--- src/rtl/encoder_ctrl_pkg.sv ---
// Shared types and constants for the rotary-encoder menu controller.
package encoder_ctrl_pkg;

   typedef enum logic {NAV = 1'b0, EDIT = 1'b1} mode_e;

   typedef enum logic [1:0] {NONE = 2'd0, CW = 2'd1, CCW = 2'd2} detent_e;

   // Quadrature states encoded as {B,A}
   localparam logic [1:0] Q00 = 2'b00;
   localparam logic [1:0] Q01 = 2'b01;
   localparam logic [1:0] Q11 = 2'b11;
   localparam logic [1:0] Q10 = 2'b10;

   function automatic logic is_cw_step(input logic [1:0] from, input logic [1:0] to);
      logic [3:0] pair;
      pair = {from, to};
      case (pair)
         {Q00, Q01}, {Q01, Q11}, {Q11, Q10}, {Q10, Q00}: is_cw_step = 1'b1;
         default:                                        is_cw_step = 1'b0;
      endcase
   endfunction

endpackage

--- src/rtl/quad_detent_decoder.sv ---
// Synchronises quadrature A/B, accumulates quarter-steps and emits a registered detent code.
module quad_detent_decoder
   import encoder_ctrl_pkg::*;
(
   input  logic    clk,
   input  logic    rst_n,
   input  logic    enc_a,
   input  logic    enc_b,
   output detent_e detent
);

   logic [1:0]        a_sync, b_sync;
   logic [1:0]        cur;
   logic [1:0]        prev_q;
   logic signed [3:0] acc_q, acc_d;
   detent_e           det_q, det_d;

   assign cur    = {b_sync[1], a_sync[1]};
   assign detent = det_q;

   always_comb begin
      acc_d = acc_q;
      det_d = NONE;
      if (cur != prev_q) begin
         if ((cur ^ prev_q) == 2'b11) begin
            acc_d = 4'sd0;
         end else begin
            if (is_cw_step(prev_q, cur)) begin
               acc_d = (acc_q == 4'sd4) ? 4'sd4 : acc_q + 4'sd1;
            end else begin
               acc_d = (acc_q == -4'sd4) ? -4'sd4 : acc_q - 4'sd1;
            end
            // Detent is judged on the accumulator including the final quarter-step
            if (cur == Q00) begin
               if (acc_d == 4'sd4) begin
                  det_d = CW;
               end else if (acc_d == -4'sd4) begin
                  det_d = CCW;
               end
               acc_d = 4'sd0;
            end
         end
      end
   end

   always_ff @(posedge clk or negedge rst_n) begin
      if (!rst_n) begin
         a_sync <= 2'b00;
         b_sync <= 2'b00;
         prev_q <= Q00;
         acc_q  <= 4'sd0;
         det_q  <= NONE;
      end else begin
         a_sync <= {a_sync[0], enc_a};
         b_sync <= {b_sync[0], enc_b};
         prev_q <= cur;
         acc_q  <= acc_d;
         det_q  <= det_d;
      end
   end

endmodule

--- src/rtl/encoder_menu_ctrl.sv ---
// Encoder/pushbutton menu: button debounce, hold timing, NAV/EDIT mode FSM and parameter bank.
module encoder_menu_ctrl
   import encoder_ctrl_pkg::*;
#(
   parameter int unsigned NUM_PARAMS     = 4,
   parameter int unsigned VAL_W          = 8,
   parameter int unsigned DEBOUNCE_CYC   = 4,
   parameter int unsigned LONG_PRESS_CYC = 64
) (
   input  logic                          clk,
   input  logic                          rst_n,
   input  logic                          enc_a,
   input  logic                          enc_b,
   input  logic                          btn_n,
   output logic [$clog2(NUM_PARAMS)-1:0] sel_idx,
   output logic                          edit_mode,
   output logic [VAL_W-1:0]              sel_val,
   output logic [NUM_PARAMS*VAL_W-1:0]   params,
   output logic                          update_pulse,
   output logic                          long_press
);

   localparam int unsigned IDX_W  = $clog2(NUM_PARAMS);
   localparam int unsigned DB_W   = $clog2(DEBOUNCE_CYC + 1);
   localparam int unsigned HOLD_W = $clog2(LONG_PRESS_CYC + 1);
   localparam logic [DB_W-1:0]   DB_LAST   = DB_W'(DEBOUNCE_CYC - 1);
   localparam logic [HOLD_W-1:0] HOLD_MAX  = HOLD_W'(LONG_PRESS_CYC);
   localparam logic [HOLD_W-1:0] HOLD_LAST = HOLD_W'(LONG_PRESS_CYC - 1);
   localparam logic [VAL_W-1:0]  VAL_MAX   = '1;

   detent_e           detent;
   logic [1:0]        btn_sync;
   logic              db_q, db_prev_q;
   logic [DB_W-1:0]   db_cnt_q;
   logic [HOLD_W-1:0] hold_q;
   logic              short_evt, long_evt;

   mode_e            mode_q, mode_d;
   logic [IDX_W-1:0] sel_q, sel_d;
   logic [VAL_W-1:0] params_q [NUM_PARAMS];
   logic [VAL_W-1:0] params_d [NUM_PARAMS];
   logic [VAL_W-1:0] cur_val;
   logic             update_q, update_d;
   logic             long_q;

   quad_detent_decoder u_quad (
      .clk    (clk),
      .rst_n  (rst_n),
      .enc_a  (enc_a),
      .enc_b  (enc_b),
      .detent (detent)
   );

   // Button: db_q is the debounced level (1 = released)
   always_ff @(posedge clk or negedge rst_n) begin
      if (!rst_n) begin
         btn_sync  <= 2'b11;
         db_q      <= 1'b1;
         db_prev_q <= 1'b1;
         db_cnt_q  <= '0;
         hold_q    <= '0;
      end else begin
         btn_sync  <= {btn_sync[0], btn_n};
         db_prev_q <= db_q;
         if (btn_sync[1] != db_q) begin
            if (db_cnt_q == DB_LAST) begin
               db_q     <= btn_sync[1];
               db_cnt_q <= '0;
            end else begin
               db_cnt_q <= db_cnt_q + 1'b1;
            end
         end else begin
            db_cnt_q <= '0;
         end
         if (!db_q) begin
            if (hold_q != HOLD_MAX) hold_q <= hold_q + 1'b1;
         end else begin
            hold_q <= '0;
         end
      end
   end

   // Release is seen one cycle after db_q rises, while hold_q still holds the press length
   assign short_evt = !db_prev_q && db_q && (hold_q < HOLD_MAX);
   assign long_evt  = !db_q && (hold_q == HOLD_LAST);

   assign cur_val = params_q[sel_q];

   always_comb begin
      mode_d   = mode_q;
      sel_d    = sel_q;
      params_d = params_q;
      update_d = 1'b0;
      if (short_evt) begin
         mode_d = (mode_q == NAV) ? EDIT : NAV;
      end else if (long_evt) begin
         if (mode_q == EDIT) begin
            params_d[sel_q] = '0;
            update_d        = 1'b1;
            mode_d          = NAV;
         end
      end else if (detent != NONE) begin
         if (mode_q == NAV) begin
            sel_d = (detent == CW) ? sel_q + 1'b1 : sel_q - 1'b1;
         end else if (detent == CW && cur_val != VAL_MAX) begin
            params_d[sel_q] = cur_val + 1'b1;
            update_d        = 1'b1;
         end else if (detent == CCW && cur_val != '0) begin
            params_d[sel_q] = cur_val - 1'b1;
            update_d        = 1'b1;
         end
      end
   end

   always_ff @(posedge clk or negedge rst_n) begin
      if (!rst_n) begin
         mode_q   <= NAV;
         sel_q    <= '0;
         update_q <= 1'b0;
         long_q   <= 1'b0;
         for (int i = 0; i < NUM_PARAMS; i++) params_q[i] <= '0;
      end else begin
         mode_q   <= mode_d;
         sel_q    <= sel_d;
         update_q <= update_d;
         long_q   <= long_evt;
         for (int i = 0; i < NUM_PARAMS; i++) params_q[i] <= params_d[i];
      end
   end

   for (genvar g = 0; g < NUM_PARAMS; g++) begin : g_flat
      assign params[g*VAL_W +: VAL_W] = params_q[g];
   end

   assign sel_idx      = sel_q;
   assign edit_mode    = (mode_q == EDIT);
   assign sel_val      = cur_val;
   assign update_pulse = update_q;
   assign long_press   = long_q;

endmodule

--- config.mk ---
export PLATFORM = sky130hd
export DESIGN_NAME = encoder_menu_ctrl
export DESIGN_NICKNAME = d
export VERILOG_FILES = /design/src/rtl/encoder_ctrl_pkg.sv /design/src/rtl/quad_detent_decoder.sv /design/src/rtl/encoder_menu_ctrl.sv
export SDC_FILE = /design/constraint.sdc
export NUM_CORES = 1
export LEC_CHECK = 0
export BUFFER_PORTS_ARGS = -buffer_cell sky130_fd_sc_hd__buf_2
export CAP_MARGIN = 20
export CORE_MARGIN = 2
export CORE_UTILIZATION = 50
export DETAILED_ROUTE_END_ITERATION = 7
export PLACE_DENSITY = 0.83
export SLEW_MARGIN = 10
export SYNTH_ARGS = -nofsm -noshare
export SYNTH_HDL_FRONTEND = slang
export SYNTH_SLANG_ARGS = --single-unit
--- constraint.sdc ---
create_clock -name clk -period 3.5 [get_ports clk]
set_input_delay 0.7 -clock clk [delete_from_list [all_inputs] [get_ports clk]]
set_output_delay 0.7 -clock clk [all_outputs]
set_load 0.005 [all_outputs]
==> Word-level counts from Yosys, hierarchy flattened <==
Cells that the tools add are included.
Widths: inputs -> output; s select.
{ "word_totals": {"output_inout_bits": 45, "word_cells": 115, "in_bits": 5, "ff_bits": 63} }
{ "classes": {"n_reduce_logical": 19, "n_lt_le_gt_ge": 3, "add_sub_neg": 8, "n_mux": 43, "n_eq_ne": 17, "n_bitwise": 7} }
{ "ops": {"columns": ["op", "n"], "rows": [
  ["$mux 32", 6],
  ["$bwmux 32", 2],
  ["$and 32x32->32", 1],
  ["$not 32->32", 1],
  ["$mux 4", 7],
  ["$mux 8", 3],
  ["$bmux 8 s2", 1],
  ["$demux 8 s2", 1],
  ["$eq 4x4->1 const B", 4],
  ["$mux 7", 2],
  ["$mux 1", 13],
  ["$eq 4x3->1 const B", 3],
  ["$mux 2", 6],
  ["$add 8x1->8 const B", 1],
  ["$ne 8x8->1 const B", 1],
  ["$reduce_and 4->1", 2],
  ["$reduce_bool 2->1", 4],
  ["$reduce_bool 8->1", 1],
  ["$sub 8x1->8 const B", 1],
  ["$add 7x1->7 const B", 1],
  ["$eq 7x6->1 const B", 1],
  ["$lt 7x7->1 const B", 1],
  ["$ne 7x7->1 const B", 1],
  ["$logic_and 1x1->1", 6],
  ["22 further kinds", 27]
]} }

==> Longest topological paths before layout <==
{ "logic_depth": {"word_depth": 14, "depth_mapped": 10, "depth_no_buf": 8} }

==> Cells and area by module <==
From an unflattened synthesis, not the netlist that was laid out.
{ "unflattened": {"cells_unflattened": 332, "hier_area_um2": 3617.2} }
{ "modules_own_cells": {"columns": ["module", "instances", "seq_area_each_um2", "area_each_um2", "cells_per_inst"], "rows": [
  ["encoder_menu_ctrl", 1, 1281.2, 2698.8, 225],
  ["quad_detent_decoder", 1, 300.3, 918.4, 107]
]} }

==> Least setup slack after synthesis <==
No wires, ideal clock.
{ "synth_timing": {"path_kind": "reg-to-reg", "start": "register sel_q[0], in the netlist sel_idx[0]", "end": "register params_q, in the netlist params[14]", "n_path_buf": 3, "setup_time_ns": 0.127, "synth_period_minus_slack_ns": 2.635, "setup_slack_ns": 0.865, "arrival_time_ns": 2.507, "stages_incl_launch_ff": 10, "t_required_ns": 3.373, "cell_sequence": "dfrtp_1 -> buf_6 -> buf_6 -> mux4_2 -> ha_1 -> and4_1 -> a21oi_4 -> o31ai_2 -> buf_4 -> mux2_1"} }
{ "synth_via": {"elab_chain_len": 11, "word_cells_on_any_way": 27, "classes_between": "add/sub (2); order compare (2); eq/ne (1); mux (13); bitwise (3); reduce/logical (6)"} }
{ "synth_rtl": {"columns": ["element", "line_no", "rtl"], "rows": [
  ["start: declaration", "encoder_menu_ctrl.sv:39", "logic [IDX_W-1:0] sel_q, sel_d;"],
  ["start signal: assignment", "encoder_menu_ctrl.sv:124", "sel_q <= sel_d;"],
  ["$not 2->3 (implied by the code) (*)", "encoder_menu_ctrl.sv:87", "assign cur_val = params_q[sel_q];"],
  ["$bmux 8 s2 (*)", "encoder_menu_ctrl.sv:87", null],
  ["$mux 8 (implied by the code) (*) (2 in a row)", "encoder_menu_ctrl.sv:87", null],
  ["net sel_val[0]", "encoder_menu_ctrl.sv:17", "output logic [VAL_W-1:0] sel_val,"],
  ["$sub 8x1->8", "encoder_menu_ctrl.sv:109", "params_d[sel_q] = cur_val - 1'b1;"],
  ["$bwmux 32", "encoder_menu_ctrl.sv:109", null],
  ["$mux 32", "encoder_menu_ctrl.sv:108", "end else if (detent == CCW && cur_val != '0) begin"],
  ["$mux 32", "encoder_menu_ctrl.sv:105", "end else if (detent == CW && cur_val != VAL_MAX) begin"],
  ["$mux 32", "encoder_menu_ctrl.sv:103", "if (mode_q == NAV) begin"],
  ["$mux 32", "encoder_menu_ctrl.sv:102", "end else if (detent != NONE) begin"],
  ["$mux 32", "encoder_menu_ctrl.sv:96", "end else if (long_evt) begin"],
  ["end: declaration", "encoder_menu_ctrl.sv:40", "logic [VAL_W-1:0] params_q [NUM_PARAMS];"]
]} }
Mark *: on every way through the listed nets, which the timed path passes. The rest lies on a longest branch. The select of a mux whose other input is x is not followed.
A chain may end at the register's enable or synchronous reset.

==> Final worst setup path <==
{ "layout_timing": {"start": "register sel_q[0], in the netlist sel_idx[0]", "end": "register params_q, in the netlist params[8]"} }
{ "layout_via": {"elab_chain_len": 11, "word_cells_on_any_way": 27, "classes_between": "add/sub (2); order compare (2); eq/ne (1); mux (13); bitwise (3); reduce/logical (6)"} }
{ "layout_rtl": {"columns": ["element", "line_no"], "rows": [
  ["$not 2->3 (implied by the code) (*)", null],
  ["$bmux 8 s2 (tied with other cells)", "encoder_menu_ctrl.sv:87"],
  ["$mux 8 (implied by the code) or $logic_and 1x1->1 (tied branches)", null],
  ["$mux 8 (on tied branches)", null],
  ["$sub 8x1->8 or $demux 8 s2 (tied branches)", "encoder_menu_ctrl.sv:109, encoder_menu_ctrl.sv:98, encoder_menu_ctrl.sv:106"],
  ["$bwmux 32", "encoder_menu_ctrl.sv:109"],
  ["$mux 32", "encoder_menu_ctrl.sv:108"],
  ["$mux 32", "encoder_menu_ctrl.sv:105"],
  ["$mux 32", "encoder_menu_ctrl.sv:103"],
  ["$mux 32", "encoder_menu_ctrl.sv:102"],
  ["$mux 32", "encoder_menu_ctrl.sv:96"]
]} }
Every way passes the cells marked *; elsewhere a longest branch is shown, timed or not. The select of a mux whose other input is x is not followed.

==> flow_summary.toml <==
[status]
outcome = "finished clean"

[cells_and_area]
antenna_cells = 0
area_growth_pct = 14.49
nFillCells = 557
nets = 392
multi_input_area_mm2 = 0.001715
final-seq-area_mm2 = 0.001582
drive_gt1_share_pct = 24.74
fin_area_mm2 = 0.003925
fin_util_pct = 58.42
instances_no_fill = 464

[cts]
cts_tree = "built"
worstSkewPairLatency_ns = 0.33
htree_levels = 3
clock_path_buffers = 2
clk_pin_slew_ns = 0.06
cts_setup_buffers = 0
numCtsBuffers = 9
cts_sinks = 63
root_buffer = "clkbuf_8"

[die]
num_io_pins = 50
die_x_um = 86.81
die_y_um = 86.81
core_mm2 = 0.006719
initial_core_util_pct = 51.02
die-area_mm2 = 0.007535
rows = 30

[sta]
finalSetupViolations = 0
post-route-min-period_ns = 3.222
max_freq_mhz = 310.4
fin_crit_sh_pct = 92.05
slew_headroom_pct = 46.30
tns_ns = 0
tightest_slew_ns = 0.8055
finalHoldViolations = 0
fin_ws_ns = 0.2782
timing.hold.ws_ns = 0.3471
rsz0062_at_grt = "false"
fin_skew_ns = 0.008121
slew_violations = 0

[synthesis]
synth-seq-cells = 63
async_reset_ff_share_pct = 100.0
syn_inst = 328
synth_edf_count = 0
avgSynthCellArea_um2 = 10.45
yosys_warnings = 0
synth_area_leaders = "dfrtp_1, mux4_2, nand2_1, dfstp_2, xnor2_1"
synth_top_area_share_pct = 43.07
syn_area_mm2 = 0.003428
yosysTopAreaCell = "dfrtp_1"
ys_seq_area_share_pct = 46.13
ys_types = 52
synthFlopType = "dfrtp_1"
synth.net_count = 341

[worst_setup_path]
critPathArrivalTime_ns = 3.43
r2r-start = "sel_idx[0]"
critical_path_class = "reg -> reg"
crit_fanout = 8
r2r_end = "params[8]"
r2r_cells = 5
crit_path_end_kind = "register"
startpoint_type = "register"
reg2reg_setup_slack_ns = 0.28
required_ns = 3.70

[drt]
drc_errors = 0
num_vias = 2837
wl_per_cell_um = 16.68
vias_per_cell = 6.114
dr.pass1.iters = 5
drtAntennaViolNets = 0
drtIter0Drc = 207
wl_um = 7738

[place]
hpwl_um = 5534
port_buffers = 49
dpl_worst_slack_ns = 0.2167
dpl-instance-area_mm2 = 0.003735
place_congestion = 0.9355
place_inst = 448

[power_and_ir_drop]
p_total_mw = 2.703
ir_worst_vdd_uv = 421.3
leakagePower_nw = 1.844
power_density_mw_per_mm2 = 688.7

[grt]
grt_pass1_wl_um = 12620
antenna_found_initial = 0
globalRouteOverflowTotal = 0
grt.total_usage_pct = 21.72
grt_max_degree = 37
grt_pass1_vias = 2584

[worst_hold_path]
whs_endpoint = "u_quad.b_sync[1]"
hp-class = "reg -> reg"
hold_start = "u_quad.b_sync[0]"
hold_depth = 0

[run]
drv_cap = 0
==> synthesized netlist by cell type, drive strengths merged (5+ instances only) <==
| library cell | count |
|---|---|
| dfrtp | 59 |
| nand2 | 41 |
| o21ai | 31 |
| nor2 | 19 |
| xnor2 | 12 |
| buf | 11 |
| mux2 | 11 |
| inv | 9 |
| nor3 | 9 |
| xor2 | 9 |
| a21oi | 8 |
| ha | 8 |
| mux4 | 8 |
| o31ai | 8 |
| clkbuf | 7 |
| nand3 | 7 |
| nor3b | 6 |
| a31oi | 5 |
| and3 | 5 |
| nand2b | 5 |
| nor4 | 5 |
==> logic make-up after synthesis <==
| family | count (synthesis) | share of synthesized area (%) |
|---|---|---|
| and+or+nand+nor | 115 | 17.01 |
| AOI/OAI and AO/OA | 73 | 14.89 |
| DFF | 63 | 46.13 |
| buffers and inverters | 27 | 4.234 |
| xor gates and xnor gates | 21 | 5.365 |
| muxes | 21 | 9.453 |
| adders and majority gates | 8 | 2.920 |
==> metal layers <==
layer / up-vias / global-route usage, % / part of all wire [%]
met2: 113 / 35.67 / 50
met5: - / 0 / 0
li1: 1286 / - / -
met1: 1417 / 27.27 / 42
met3: 21 / 7.238 / 6.3
met4: 0 / 6.534 / 1.7
==> registers in the layout (all words and copies together) (netlist names), 2 cells and up <==
name           flops
hold_q             7
params            32
u_quad.a_sync      2
u_quad.b_sync      2
db_cnt_q           3
sel_idx            2
btn_sync           2
u_quad.detent      2
u_quad.acc_q       4
u_quad.prev_q      2
==> worst max path at each step <==
| stage | startpoint | to | slack (ns) |
|---|---|---|---|
| after CTS | sel_idx[0] | params[22] | 0.17 |
| after global placement | sel_idx[0] | params[16] | 0.39 |
| after detailed placement | sel_idx[0] | params[16] | 0.22 |
| after global routing | sel_idx[0] | params[24] | 0.13 |
| after floorplan | sel_idx[0] | params[14] | 0.87 |
| final | sel_idx[0] | params[8] | 0.28 |
==> cell type report <==
type | count | area share (%)
Clock buffer | 11 | 3.347
Clock inverter | 5 | 1.275
Inverter | 9 | 0.8607
Multi-Input combinational cell | 238 | 43.70
Sequential cell | 63 | 40.29
Tap cell | 80 | 2.550
Timing Repair Buffer | 58 | 7.969
==> power by group <==
group | leakage [nW] | internal (mW) | switching (mW)
clock | 0.0968 | 0.324 | 0.264
combinational | 0.913 | 0.473 | 0.612
sequential | 0.834 | 0.862 | 0.168
total | 1.84 | 1.66 | 1.04
==> critical path, cell delays in order (launching register included) <==
cell and delay [ns]:
dfrtp_1 0.64, mux4_2 0.67, nor4_4 0.47, a311oi_4 0.25, o31ai_2 0.66, mux2_1 0.40
==> cell usage in the layout (no fill, tap or decap), types with 3 or more instances in the layout <==
| cell type | n |
|---|---|
| a21oi_1 | 7 |
| a2bb2oi_1 | 3 |
| a31oi_1 | 5 |
| and3_1 | 5 |
| buf_2 | 49 |
| buf_4 | 9 |
| clkbuf_8 | 9 |
| clkinv_2 | 4 |
| dfrtp_1 | 59 |
| dfstp_2 | 4 |
| ha_1 | 8 |
| inv_1 | 9 |
| mux2_1 | 8 |
| mux2_2 | 3 |
| mux4_2 | 8 |
| nand2_1 | 41 |
| nand2b_1 | 5 |
| nand3_1 | 7 |
| nand4_1 | 3 |
| nor2_1 | 19 |
| nor2b_1 | 4 |
| nor3_1 | 8 |
| nor3b_1 | 6 |
| nor4_1 | 4 |
| o211ai_1 | 3 |
| o21ai_0 | 14 |
| o21ai_1 | 17 |
| o22ai_1 | 3 |
| o31ai_1 | 4 |
| or2_1 | 4 |
| xnor2_1 | 12 |
| xor2_1 | 9 |
==> timing repair <==
item | in CTS | in global routing
setup endpoints to repair | 0 | 5
endpoints found under the hold margin | 0 | 0
gates resized for setup | 0 | 1
hold buffers | 0 | 0
(Power assumes the default switching activity.)
